<file path="src/rtl/audio_i2s_rx_cs5343.sv">
// I2S receiver for a CS5343-style ADC: generates MCLK/SCLK/LRCK, deserialises
// 24-bit left/right samples and presents them through a valid/ready port.
`timescale 1ns/1ps
module audio_i2s_rx_cs5343 #(
  parameter int SCLK_HALF     = 16,
  parameter int WARMUP_FRAMES = 2
) (
  input  logic        Clk,
  input  logic        Rst,
  input  logic        Enable,
  output logic        MCLK,
  output logic        SCLK,
  output logic        LRCK,
  input  logic        SDOUT,
  output logic [23:0] LeftData,
  output logic [23:0] RightData,
  output logic        SampleValid,
  input  logic        SampleReady,
  output logic        Overrun,
  input  logic        OverrunClr,
  output logic [1:0]  DbgState
);

  // Handshake: a pair transfers on any Clk edge with SampleValid=1 and
  // SampleReady=1; SampleValid and the data hold until then, except that a
  // newer pair may overwrite an unconsumed one (flagged by Overrun).

  typedef enum logic [1:0] {IDLE = 2'd0, WARMUP = 2'd1, RUN = 2'd2} state_t;

  localparam logic [7:0] DIV_MAX   = 8'(SCLK_HALF - 1);
  localparam logic [3:0] WARM_LAST = 4'(WARMUP_FRAMES - 1);

  state_t      state_q, state_d;
  logic        mclk_div_q, mclk_div_d;
  logic        mclk_q, mclk_d;
  logic [7:0]  div_q, div_d;
  logic        sclk_q, sclk_d;
  logic [5:0]  bitcnt_q, bitcnt_d;
  logic [3:0]  warm_q, warm_d;
  logic        sync1_q, sync1_d;
  logic        sync2_q, sync2_d;
  logic [23:0] shift_q, shift_d;
  logic [23:0] hold_q, hold_d;
  logic        post_q, post_d;
  logic [23:0] left_q, left_d;
  logic [23:0] right_q, right_d;
  logic        valid_q, valid_d;
  logic        ovr_q, ovr_d;

  logic        tick, rise, fall;
  logic [4:0]  slot;

  always_comb begin
    state_d    = state_q;
    mclk_div_d = ~mclk_div_q;
    mclk_d     = mclk_q;
    div_d      = div_q;
    sclk_d     = sclk_q;
    bitcnt_d   = bitcnt_q;
    warm_d     = warm_q;
    sync1_d    = SDOUT;
    sync2_d    = sync1_q;
    shift_d    = shift_q;
    hold_d     = hold_q;
    post_d     = 1'b0;
    left_d     = left_q;
    right_d    = right_q;
    valid_d    = valid_q;
    ovr_d      = ovr_q;
    tick       = (div_q == DIV_MAX);
    rise       = 1'b0;
    fall       = 1'b0;
    slot       = bitcnt_q[4:0];

    if (mclk_div_q) mclk_d = ~mclk_q;

    // The divider runs whenever the next state is not IDLE, so the first SCLK
    // rise lands exactly SCLK_HALF edges after Enable is seen.
    if (!Enable) begin
      state_d  = IDLE;
      div_d    = 8'd0;
      sclk_d   = 1'b0;
      bitcnt_d = 6'd0;
      warm_d   = 4'd0;
      shift_d  = 24'd0;
    end else begin
      if (state_q == IDLE) state_d = (WARMUP_FRAMES == 0) ? RUN : WARMUP;
      if (tick) begin
        div_d  = 8'd0;
        sclk_d = ~sclk_q;
        rise   = ~sclk_q;
        fall   = sclk_q;
      end else begin
        div_d = div_q + 8'd1;
      end
      if (fall) begin
        bitcnt_d = bitcnt_q + 6'd1;
        if (bitcnt_q == 6'd63 && state_q == WARMUP) begin
          warm_d = warm_q + 4'd1;
          if (warm_q == WARM_LAST) state_d = RUN;
        end
      end
      // Slot 0 is the I2S delay bit; slots 1..24 carry MSB-first data.
      if (rise && slot >= 5'd1 && slot <= 5'd24) begin
        shift_d = {shift_q[22:0], sync2_q};
        if (slot == 5'd24) begin
          if (!bitcnt_q[5]) hold_d = shift_d;
          else if (state_q == RUN) post_d = 1'b1;
        end
      end
    end

    if (post_q) begin
      left_d  = hold_q;
      right_d = shift_q;
      valid_d = 1'b1;
      if (valid_q && !SampleReady) ovr_d = 1'b1;
      else if (OverrunClr) ovr_d = 1'b0;
    end else begin
      if (valid_q && SampleReady) valid_d = 1'b0;
      if (OverrunClr) ovr_d = 1'b0;
    end
  end

  always_ff @(posedge Clk or posedge Rst) begin
    if (Rst) begin
      state_q    <= IDLE;
      mclk_div_q <= 1'b0;
      mclk_q     <= 1'b0;
      div_q      <= 8'd0;
      sclk_q     <= 1'b0;
      bitcnt_q   <= 6'd0;
      warm_q     <= 4'd0;
      sync1_q    <= 1'b0;
      sync2_q    <= 1'b0;
      shift_q    <= 24'd0;
      hold_q     <= 24'd0;
      post_q     <= 1'b0;
      left_q     <= 24'd0;
      right_q    <= 24'd0;
      valid_q    <= 1'b0;
      ovr_q      <= 1'b0;
    end else begin
      state_q    <= state_d;
      mclk_div_q <= mclk_div_d;
      mclk_q     <= mclk_d;
      div_q      <= div_d;
      sclk_q     <= sclk_d;
      bitcnt_q   <= bitcnt_d;
      warm_q     <= warm_d;
      sync1_q    <= sync1_d;
      sync2_q    <= sync2_d;
      shift_q    <= shift_d;
      hold_q     <= hold_d;
      post_q     <= post_d;
      left_q     <= left_d;
      right_q    <= right_d;
      valid_q    <= valid_d;
      ovr_q      <= ovr_d;
    end
  end

  assign MCLK        = mclk_q;
  assign SCLK        = sclk_q;
  assign LRCK        = bitcnt_q[5];
  assign LeftData    = left_q;
  assign RightData   = right_q;
  assign SampleValid = valid_q;
  assign Overrun     = ovr_q;
  assign DbgState    = state_q;

endmodule

</file>
<file path="config.mk">
export PLATFORM = sky130hd
export DESIGN_NAME = audio_i2s_rx_cs5343
export DESIGN_NICKNAME = d
export VERILOG_FILES = /design/src/rtl/audio_i2s_rx_cs5343.sv
export SDC_FILE = /design/constraint.sdc
export NUM_CORES = 1
export LEC_CHECK = 0
export BUFFER_PORTS_ARGS = -buffer_cell sky130_fd_sc_hd__buf_2
export CAP_MARGIN = 10
export CORE_ASPECT_RATIO = 1.5
export CORE_UTILIZATION = 34
export DETAILED_ROUTE_END_ITERATION = 10
export SLEW_MARGIN = 0
export SYNTH_ARGS = -nofsm -noshare
export SYNTH_HDL_FRONTEND = slang
export SYNTH_SLANG_ARGS = --single-unit
</file>
<file path="constraint.sdc">
create_clock -name Clk -period 3.97 [get_ports Clk]
set_clock_uncertainty 0.05 [all_clocks]
set_input_delay 0.397 -clock Clk [delete_from_list [all_inputs] [get_ports Clk]]
set_output_delay 0.397 -clock Clk [all_outputs]
set_load 0.1 [all_outputs]
</file>
==> results, run 1 <==
- The run finished with clean final reports.
- The count of pins over their slew limit was 0.
- The die covers 0.01487 mm^2.
- Wires add up to 9.073 mm.
- The number of max-cap violations is 0.
- Row generation in the floorplan step produced 53 rows.
- The clock network latency to the later pin of the worst-skew pair is 0.41 ns.
- The vias per cell is 4.732.
- The critical path data required time is 4.21 ns.
- The core region is about 0.014 mm^2.
- The number of clock buffers added by TritonCTS is 17.
- The first-pass GRT wire length is 15.34 mm.
- The root buffer cell is sky130_fd_sc_hd__clkbuf_16.
- The critical path goes through inv_1, ha_1, nand2b_1, a221oi_2, nand3_2, mux2_1.
- The number of H-tree levels is 4.
- After detailed placement, the total cell area comes to 0.005386 mm^2.
- The number of design-rule violations left by the first detailed-router iteration is approximately 110.
- Counting flops and latches in the post-synthesis netlist gives 124.
- The synthesis-to-layout area growth is 21.22%.
- The non-filler instance count after layout is 600.
- In this run the power density over the cells is 459.5 mW/mm^2.
- The clock tree from TritonCTS is yes.
- The tightest hold path in the finished design has a slack of 0.04744 ns.
- The analysis attributes to cell leakage a power of 3.109 nW.
- The largest single stage delay on the critical path is 0.61 ns.
- The number of global-route vias before repair is ~3000.
- The top achievable clock speed is 409.0 MHz.
- The number of setup buffers added after CTS is 0.
- The library cell with the largest summed area after synthesis is sky130_fd_sc_hd__dfrtp_1.
- The number of hold violations in the final report is 0.
- The estimated wirelength of the detail-placed design is about 6 mm.
- The share of synthesized area spent on multiplexers is 17.41%.
- After detailed routing, the number of remaining DRC violations is 0.
- The routed layout has 2839 vias.
- The top cell type by area accounts for 63.49% of the synthesized area.
- The kind of critical path is flop to flop.
- Of the available clock period, the critical path in the final layout requires 61.59%.
- The overall die width is between 90 and 100 um.
- Setup repair after global routing left no endpoint under its margin.
- The critical path capture point type is a flop.
- In this run the count of I/O pins placed on the die edge is 61.
- The maximum ir drop on the vdd rail is approximately 0.29 mV.
- In this run the remaining antenna-violating nets after routing total 0.
- The area fraction in and, or, nand and nor cells after synthesis is 7.399%.
- The flop-to-flop setup slack is 1.53 ns.
- The initial antenna violation count is 0.
- The count of inserted antenna diode cells is 0.
- The share of the synthesized area in compound gates (AO/OA/AOI/OAI) is 5.351%.
- After the last flow step, the layout net total stands at 411.
- The wire length per cell is between 15 and 20 um.
- The worst-case headroom to the max-slew limit is 26.32%.
- Entering global routing, the biggest net connects 66 pins.
- In this run the worst path has a maximum fanout of 24.
- The effective utilization at floorplan is between 30% and 40%.
- The first detailed-routing pass took 4 iterations.
- The cell count after placement is around 570.
- The shortest clock period the worst path allows after layout is 2.445 ns.
- After clock tree synthesis, the flow added hold-fix buffers numbering 0.
- For this run, the number of Yosys warnings is 0.
- With fillers left out, the area of the finished cells amounts to 0.005924 mm^2.
- On the critical path, the stage with the largest delay is an instance of sky130_fd_sc_hd__nand3_2.
- The class of the tightest hold or removal check is input pin to flop.
- After technology mapping, the gate count stands at 334.
- The remaining global-route overflow is 0.
- The endpoint arrival time on the critical path is about 2.7 ns.
- The startpoint type of the worst setup path is a flop.
- Cells with a size suffix above 1 make up 41.67% of the layout.
- CTS saw around 120 sinks.
- The longest clock path from root to sink contains 2 buffers.
- The distinct cell type count of the synthesized netlist is 36.
- The count of buffers added on input and output ports is 60.
- For the pin with the worst max-slew slack, the measured transition is 1.105 ns.
- By area the synthesized netlist is led by sky130_fd_sc_hd__dfrtp_1 63%, sky130_fd_sc_hd__mux2_2 16%, sky130_fd_sc_hd__a22o_1 4.3%, sky130_fd_sc_hd__and2_1 1.5%, sky130_fd_sc_hd__ha_1 1.5%.
- The clock transition time at the flip-flop clock pins of the worst setup and hold paths is approximately 0.050 ns.
- The share of the Yosys chip area taken by registers is between 60% and 70%.
- In this run the cell area of the synthesized design comes to between 0.004 and 0.005 mm^2.
- The congestion estimate from routability-driven global placement came to 0.8239.
- The count of final setup violators is 0.
- The post-cts sizing count is 0.
- The floorplan step set the die height to 148.8 um.
- The average instance in the mapped netlist occupies 14.63 um^2.
- The number of nets in the synthesized netlist is 346.
- Of the total synthesized cell area, the portion taken by full adders, half adders and majority gates is 1.536%.
- The xor/xnor cell area share of the yosys netlist is 2.509%.
- The final sum of negative setup slack is 0 ns.
- By area, the combinational part of the netlist is dominated by multiplexers.
- In the global route stage, overall resource usage came out at 13.53%.
==> per-layer routing <==
metal,vias to the layer above,global-route usage [%],routed length [um]
met1,1468,16.20,3792
met5,-,0,0
met4,0,5.074,127
li1,1307,-,-
met3,9,4.545,370
met2,55,22.45,4783
==> flip-flops by register name, summed over array words and instances, names as in the netlist <==
signal and flops:
LeftData 24, RightData 24, hold_q 24, shift_q 24
div_q 8, bitcnt_q 6, warm_q 4, DbgState 2
MCLK 1, Overrun 1, SCLK 1, SampleValid 1
mclk_div_q 1, post_q 1, sync1_q 1, sync2_q 1
==> worst paths after layout <==
path,startpoint,end,depth (start not counted)
setup / recovery,bitcnt_q[0],hold_q[5],6
hold / removal,SDOUT,sync1_q,1
setup reg to reg,bitcnt_q[0],hold_q[5],6
hold reg to reg,sync1_q,sync2_q,0
max in group asynchronous,Rst,post_q,3
min in group asynchronous,Rst,RightData[21],2
==> cells by family after synthesis <==
kind of cell             after synthesis
flip-flops                           124
multiplexers                          76
AND/OR/NAND/NOR                       59
AO/OA/AOI/OAI                         30
buffers and inverters                 25
XOR/XNOR                              14
adder cells (fa/ha/maj)                6
==> critical path, delay by kind of cell, from the launching register on <==
kind | cells | cell delay (ns)
AND/OR/NAND/NOR | 2 | 0.70
multiplexers | 1 | 0.53
flip-flops | 1 | 0.44
AO/OA/AOI/OAI | 1 | 0.39
adder cells (fa/ha/maj) | 1 | 0.14
buffers and inverters | 1 | 0.08
==> power breakdown <==
group | switching (mW) | internal [mW]
Sequential | 0.00279 | 1.27
Combinational | 0.0385 | 0.00889
Clock | 0.514 | 0.889
Total | 0.555 | 2.17
==> cell usage after synthesis <==
library cell / instances
sky130_fd_sc_hd__buf_2: 3
sky130_fd_sc_hd__o21ai_0: 1
sky130_fd_sc_hd__nor2_1: 9
sky130_fd_sc_hd__nor4_4: 2
sky130_fd_sc_hd__nor3_1: 3
sky130_fd_sc_hd__a22o_1: 24
sky130_fd_sc_hd__xnor2_1: 8
sky130_fd_sc_hd__nand2b_1: 3
sky130_fd_sc_hd__xor2_1: 6
sky130_fd_sc_hd__mux2_2: 71
sky130_fd_sc_hd__clkbuf_1: 6
sky130_fd_sc_hd__nand4b_1: 1
sky130_fd_sc_hd__nand2_1: 9
sky130_fd_sc_hd__and2_1: 12
sky130_fd_sc_hd__a221oi_2: 1
sky130_fd_sc_hd__nand3_1: 4
sky130_fd_sc_hd__and3_1: 4
sky130_fd_sc_hd__or4_4: 1
sky130_fd_sc_hd__nor4_1: 2
sky130_fd_sc_hd__nor2b_1: 1
sky130_fd_sc_hd__a31oi_1: 1
sky130_fd_sc_hd__mux2_1: 1
sky130_fd_sc_hd__ha_1: 6
sky130_fd_sc_hd__and3_2: 1
sky130_fd_sc_hd__o21a_1: 1
sky130_fd_sc_hd__mux2i_1: 4
sky130_fd_sc_hd__a21o_1: 1
sky130_fd_sc_hd__a32o_1: 1
sky130_fd_sc_hd__buf_6: 2
sky130_fd_sc_hd__nand4_1: 4
sky130_fd_sc_hd__nor4b_1: 1
sky130_fd_sc_hd__nand3_2: 1
sky130_fd_sc_hd__inv_1: 9
sky130_fd_sc_hd__buf_1: 5
sky130_fd_sc_hd__nand3b_1: 1
sky130_fd_sc_hd__dfrtp_1: 124
==> cell type report <==
type	count	area (um^2)
clock buffer	20	466.7
clock inverter	8	71.32
sequential	124	3104
timing repair buffer	62	327.8
tap	192	240.2
inverter	9	36.28
multi-input combinational	185	1678
fill	1315	8068
==> stage by stage <==
stage	setup slack (ns)	power, mW	util, %
2_1_floorplan	0.2238	1.327	-
3_3_place_gp	1.586	1.343	38.50
3_5_place_dp	1.487	1.344	38.50
4_1_cts	1.483	2.757	42.34
5_1_grt	1.333	2.831	42.34
6_report	1.525	2.723	42.34
==> layout by cell type (no fill, tap or decap), types with 2 or more instances in the layout <==
cell and instances:
sky130_fd_sc_hd__a22o_1 24, sky130_fd_sc_hd__and2_1 12, sky130_fd_sc_hd__and3_1 4, sky130_fd_sc_hd__buf_2 60
sky130_fd_sc_hd__clkbuf_16 17, sky130_fd_sc_hd__clkbuf_8 3, sky130_fd_sc_hd__clkinv_2 5, sky130_fd_sc_hd__dfrtp_1 123
sky130_fd_sc_hd__ha_1 6, sky130_fd_sc_hd__inv_1 8, sky130_fd_sc_hd__mux2_2 71, sky130_fd_sc_hd__mux2i_1 4
sky130_fd_sc_hd__nand2_1 9, sky130_fd_sc_hd__nand2b_1 3, sky130_fd_sc_hd__nand3_1 4, sky130_fd_sc_hd__nand4_1 4
sky130_fd_sc_hd__nor2_1 9, sky130_fd_sc_hd__nor3_1 3, sky130_fd_sc_hd__nor4_1 2, sky130_fd_sc_hd__nor4_4 2
sky130_fd_sc_hd__xnor2_1 8, sky130_fd_sc_hd__xor2_1 6
Note: power is estimated with default switching activity, not from simulation.
==> run 2, diff against run 1 <==
--- a/config.mk
+++ b/config.mk
@@ -5,6 +5,7 @@
 export SDC_FILE = /design/constraint.sdc
 export NUM_CORES = 1
 export LEC_CHECK = 0
+export ABC_AREA = 1
 export BUFFER_PORTS_ARGS = -buffer_cell sky130_fd_sc_hd__buf_2
 export CAP_MARGIN = 10
 export CORE_ASPECT_RATIO = 1.5
==> constraint.sdc (replaced) <==
create_clock -name Clk -period 2 [get_ports Clk]
set_clock_uncertainty 0.05 [all_clocks]
set_input_delay 0.2 -clock Clk [delete_from_list [all_inputs] [get_ports Clk]]
set_output_delay 0.2 -clock Clk [all_outputs]
set_load 0.1 [all_outputs]
==> results, run 2 <==
- The top achievable clock speed is ~550 MHz.
- The mean cell area of the mapped netlist is 9.642 um^2.
- The final critical path takes up 90.99% of the cycle.
- The most frequent cell after synthesis is sky130_fd_sc_hd__nand2_1.
- STA puts the critical path data arrival time at 2.05 ns.
- The portion of total power attributed to sequential cells is 44.7%.
- Data on the critical path is required at its endpoint by about 2.2 ns.
- At the end of the flow, the number of nets in the layout was between 500 and 600.
- The warning count from the yosys run is 0.
- The run finished with clean final reports.
- The distinct cell type count of the synthesized netlist is 28.
- The number of antenna diodes in the final layout is 0.
- The layout cell share with drive strength beyond 1 is a little under a fifth.
- TritonCTS built the clock tree.
- The most used flip-flop cell after synthesis is sky130_fd_sc_hd__dfrtp_1.
- The die is 149.9 um tall.
- Summing over every cut layer, the via total after detailed routing is 3658.
- The register area share after synthesis is 62.61%.
- After synthesis the netlist holds a flip-flop and latch count of ~120.
- Leaving out fill and tap cells, the most frequent cell in the layout is sky130_fd_sc_hd__nand2_1.
- The worst setup path is captured at a flop.
- The cell count after placement is approximately 750.
- After clock tree synthesis, the clock-pin slew on the worst setup and hold paths is 0.05 ns.
- At the pin with the least slew margin, the transition time is 0.4941 ns.
- Clock latency on the worst-skew pair, taken at its later pin, is roughly 0.40 ns.
- In this run the static leakage power is 3.170 nW.
- Setup total negative slack on the finished layout was measured at 0 ns.
- The root buffer cell is sky130_fd_sc_hd__clkbuf_16.
- The initial antenna violation count is 0.
- After synthesis, the cell types taking the most area are sky130_fd_sc_hd__dfrtp_1 63%, sky130_fd_sc_hd__nand2_1 13%, sky130_fd_sc_hd__o21ai_0 3.4%, sky130_fd_sc_hd__nand4_1 3.3%, sky130_fd_sc_hd__inv_1 3.3%.
- The first-pass GRT wire length is around 18 mm.
- The DRC violation count after routing is 0.
- The count of pins over their slew limit is 0.
- The pin count of the biggest net entering global routing is 84.
- The class of the tightest hold or removal check is input pin to flop.
- The part of the total power dissipated in the clock network is 53.3%.
- The worst setup path is launched from a flop.
- For this run, asynchronously set or reset flops after synthesis account for 100.0%.
- The area of the die is between 0.015 and 0.02 mm^2.
- The number of enable flip-flop cells after synthesis is 0.
- The number of I/O port buffers is 60.
- In this run, the combinational gates consume 2.0% of the power.
- The boundary pin count is 61.
- The switching component of the power is 1.113 mW.
- The final weighted congestion in routability-driven placement is 0.8176.
- The clock buffer count from CTS is 17.
- For this run, the detailed router's first-pass iteration total came to 4.
- Leaving out fill and tap cells, the most frequent cells in the layout are 166 x sky130_fd_sc_hd__nand2_1, 124 x sky130_fd_sc_hd__dfrtp_1, 60 x sky130_fd_sc_hd__buf_2.
- The worst-case IR drop observed on VDD is 0.4758 mV.
- After synthesis the cells add up to just under 0.005 mm^2.
- Measured along the x axis, the die boundary spans 100.6 um.
- The shortest clock period the worst path allows after layout is 1.820 ns.
- The effective utilization at floorplan is 35.09%.
- After detailed routing, the number of vias per cell comes to roughly 4.6.
- The number of hold violations in the final report is 0.
- The count of mapped cells out of synthesis is 514.
- The power density relative to cell area is 921.6 mW/mm^2.
- After global routing the overflow that remains totals 0.
- In this run the standard cell core region covers ~0.014 mm^2.
- Internal power comes to 4.542 mW.
- In this run the biggest area consumer among cell types represents 62.61% of the synthesized area.
- Setup repair after global routing left no endpoint under its margin.
- After legalization and detailed placement, the total HPWL measured 6.990 mm.
- Counting every sink on the clock net gives 124.
- The fraction of the core area covered by cells at the end of the flow is 43.44%.
- The number of buffers on the longest clock path is 2.
- Once detail routing completed, the nets flagged for antenna violations numbered 0.
- The number of max-cap violations is 0.
- The total length of routed wires is 10.51 mm.
- Counting instances in the post-synthesis netlist gives the leading cell types as 166 x sky130_fd_sc_hd__nand2_1, 124 x sky130_fd_sc_hd__dfrtp_1, 43 x sky130_fd_sc_hd__inv_1.
- The library cell with the largest summed area after synthesis is sky130_fd_sc_hd__dfrtp_1.
- The number of design-rule violations left by the first detailed-router iteration is 140.
- The clock tree synthesis step divided the H-tree into 4 levels.
- The worst setup path is of the flop to flop kind.
- Post-CTS timing repair inserted 0 buffers for setup.
- The highest net fanout along the worst path is 12.
- The site row count is 53.
- The count of final setup violators is 0.
- In this run switching power makes up 19.68% of total power.
- The worst-case headroom to the max-slew limit is about two thirds.
- The number of global-route vias before repair came to 3694.
- The overall fraction of global-route tracks in use is between 10% and 20%.
- The number of nets in the synthesized netlist is 526.
- The synthesis-to-layout area growth is 23.81%.
- The wire length per cell is 13.35 um.
- Leaving out filler cells and counting taps, the final layout contains 787.
-- run 2: final cells by class --
class                           count  area (um^2)
Inverter                           46        176.4
Fill cell                        1351         7989
Tap cell                          192        240.2
Multi-Input combinational cell    322         1584
Timing Repair Buffer               74        452.9
Clock buffer                       21        460.4
Clock inverter                      8        118.9
Sequential cell                   124         3103
-- run 2: kinds of logic (layout without fill, tap and decap cells) --
kind of cell	after synthesis	in the layout	share of synthesized area, %
XOR/XNOR	6	6	1.060
flip-flops	124	124	62.61
AO/OA/AOI/OAI	65	65	7.296
AND/OR/NAND/NOR	244	245	21.74
buffers and inverters	69	149	5.781
adder cells (fa/ha/maj)	6	6	1.515
-- run 2: worst paths after layout --
check,start,endpoint,slack [ns],cells after the start
worst max-delay path,bitcnt_q[0],hold_q[18],0.18,9
worst min-delay path,Enable,DbgState[0],0.11,3
worst max register to register,bitcnt_q[0],hold_q[18],0.18,9
worst min register to register,sync1_q,sync2_q,0.31,0
max in group asynchronous,Rst,shift_q[10],0.90,4
min in group asynchronous,Rst,LeftData[3],0.27,3
-- run 2: critical path: stages, from the launching register on --
cell                      delay [ns]
sky130_fd_sc_hd__dfrtp_1        0.43
sky130_fd_sc_hd__inv_1          0.12
sky130_fd_sc_hd__ha_1           0.17
sky130_fd_sc_hd__nand2_2        0.08
sky130_fd_sc_hd__a21oi_2        0.21
sky130_fd_sc_hd__nand3_4        0.13
sky130_fd_sc_hd__nor2_8         0.17
sky130_fd_sc_hd__nand3_4        0.18
sky130_fd_sc_hd__nand2_1        0.11
sky130_fd_sc_hd__nand2_1        0.05
-- run 2: power by group through the flow --
stage	Sequential (mW)	Clock (mW)	Combinational, mW
final	2.53	3.02	0.112
after global routing	2.52	3.19	0.130
after CTS	2.52	3.09	0.119
after detailed placement	2.57	0	0.113
after global placement	2.57	0	0.108
after floorplan	2.58	0	0.0647
-- run 2: routing by layer --
metal / global-route usage (%) / vias up / share of wire [%]
met4: 5.580 / 0 / 0.85
met2: 25.41 / 56 / 51
li1: - / 1814 / -
met3: 4.484 / 10 / 3.2
met5: 0 / - / 0
met1: 18.20 / 1778 / 45
-- run 2: stage by stage --
stage	setup WS [ns]	hold WS [ns]	power, mW	instance area [um^2]
finish	0.1802	0.1071	5.655	6136
global placement	0.1929	0.1351	2.675	5499
detailed placement	0.1359	0.1520	2.681	5499
floorplan	0.1318	0.1814	2.640	4960
global route	0.003048	0.1308	5.849	6136
CTS	0.1172	0.09091	5.737	6118
-- run 2: what timing repair did --
action / 4_1_cts / 5_1_grt
endpoints found under the setup margin: 0 / 24
hold buffers: 4 / 0
hold endpoints to repair: 15 / 0
gates resized for setup: 0 / 1
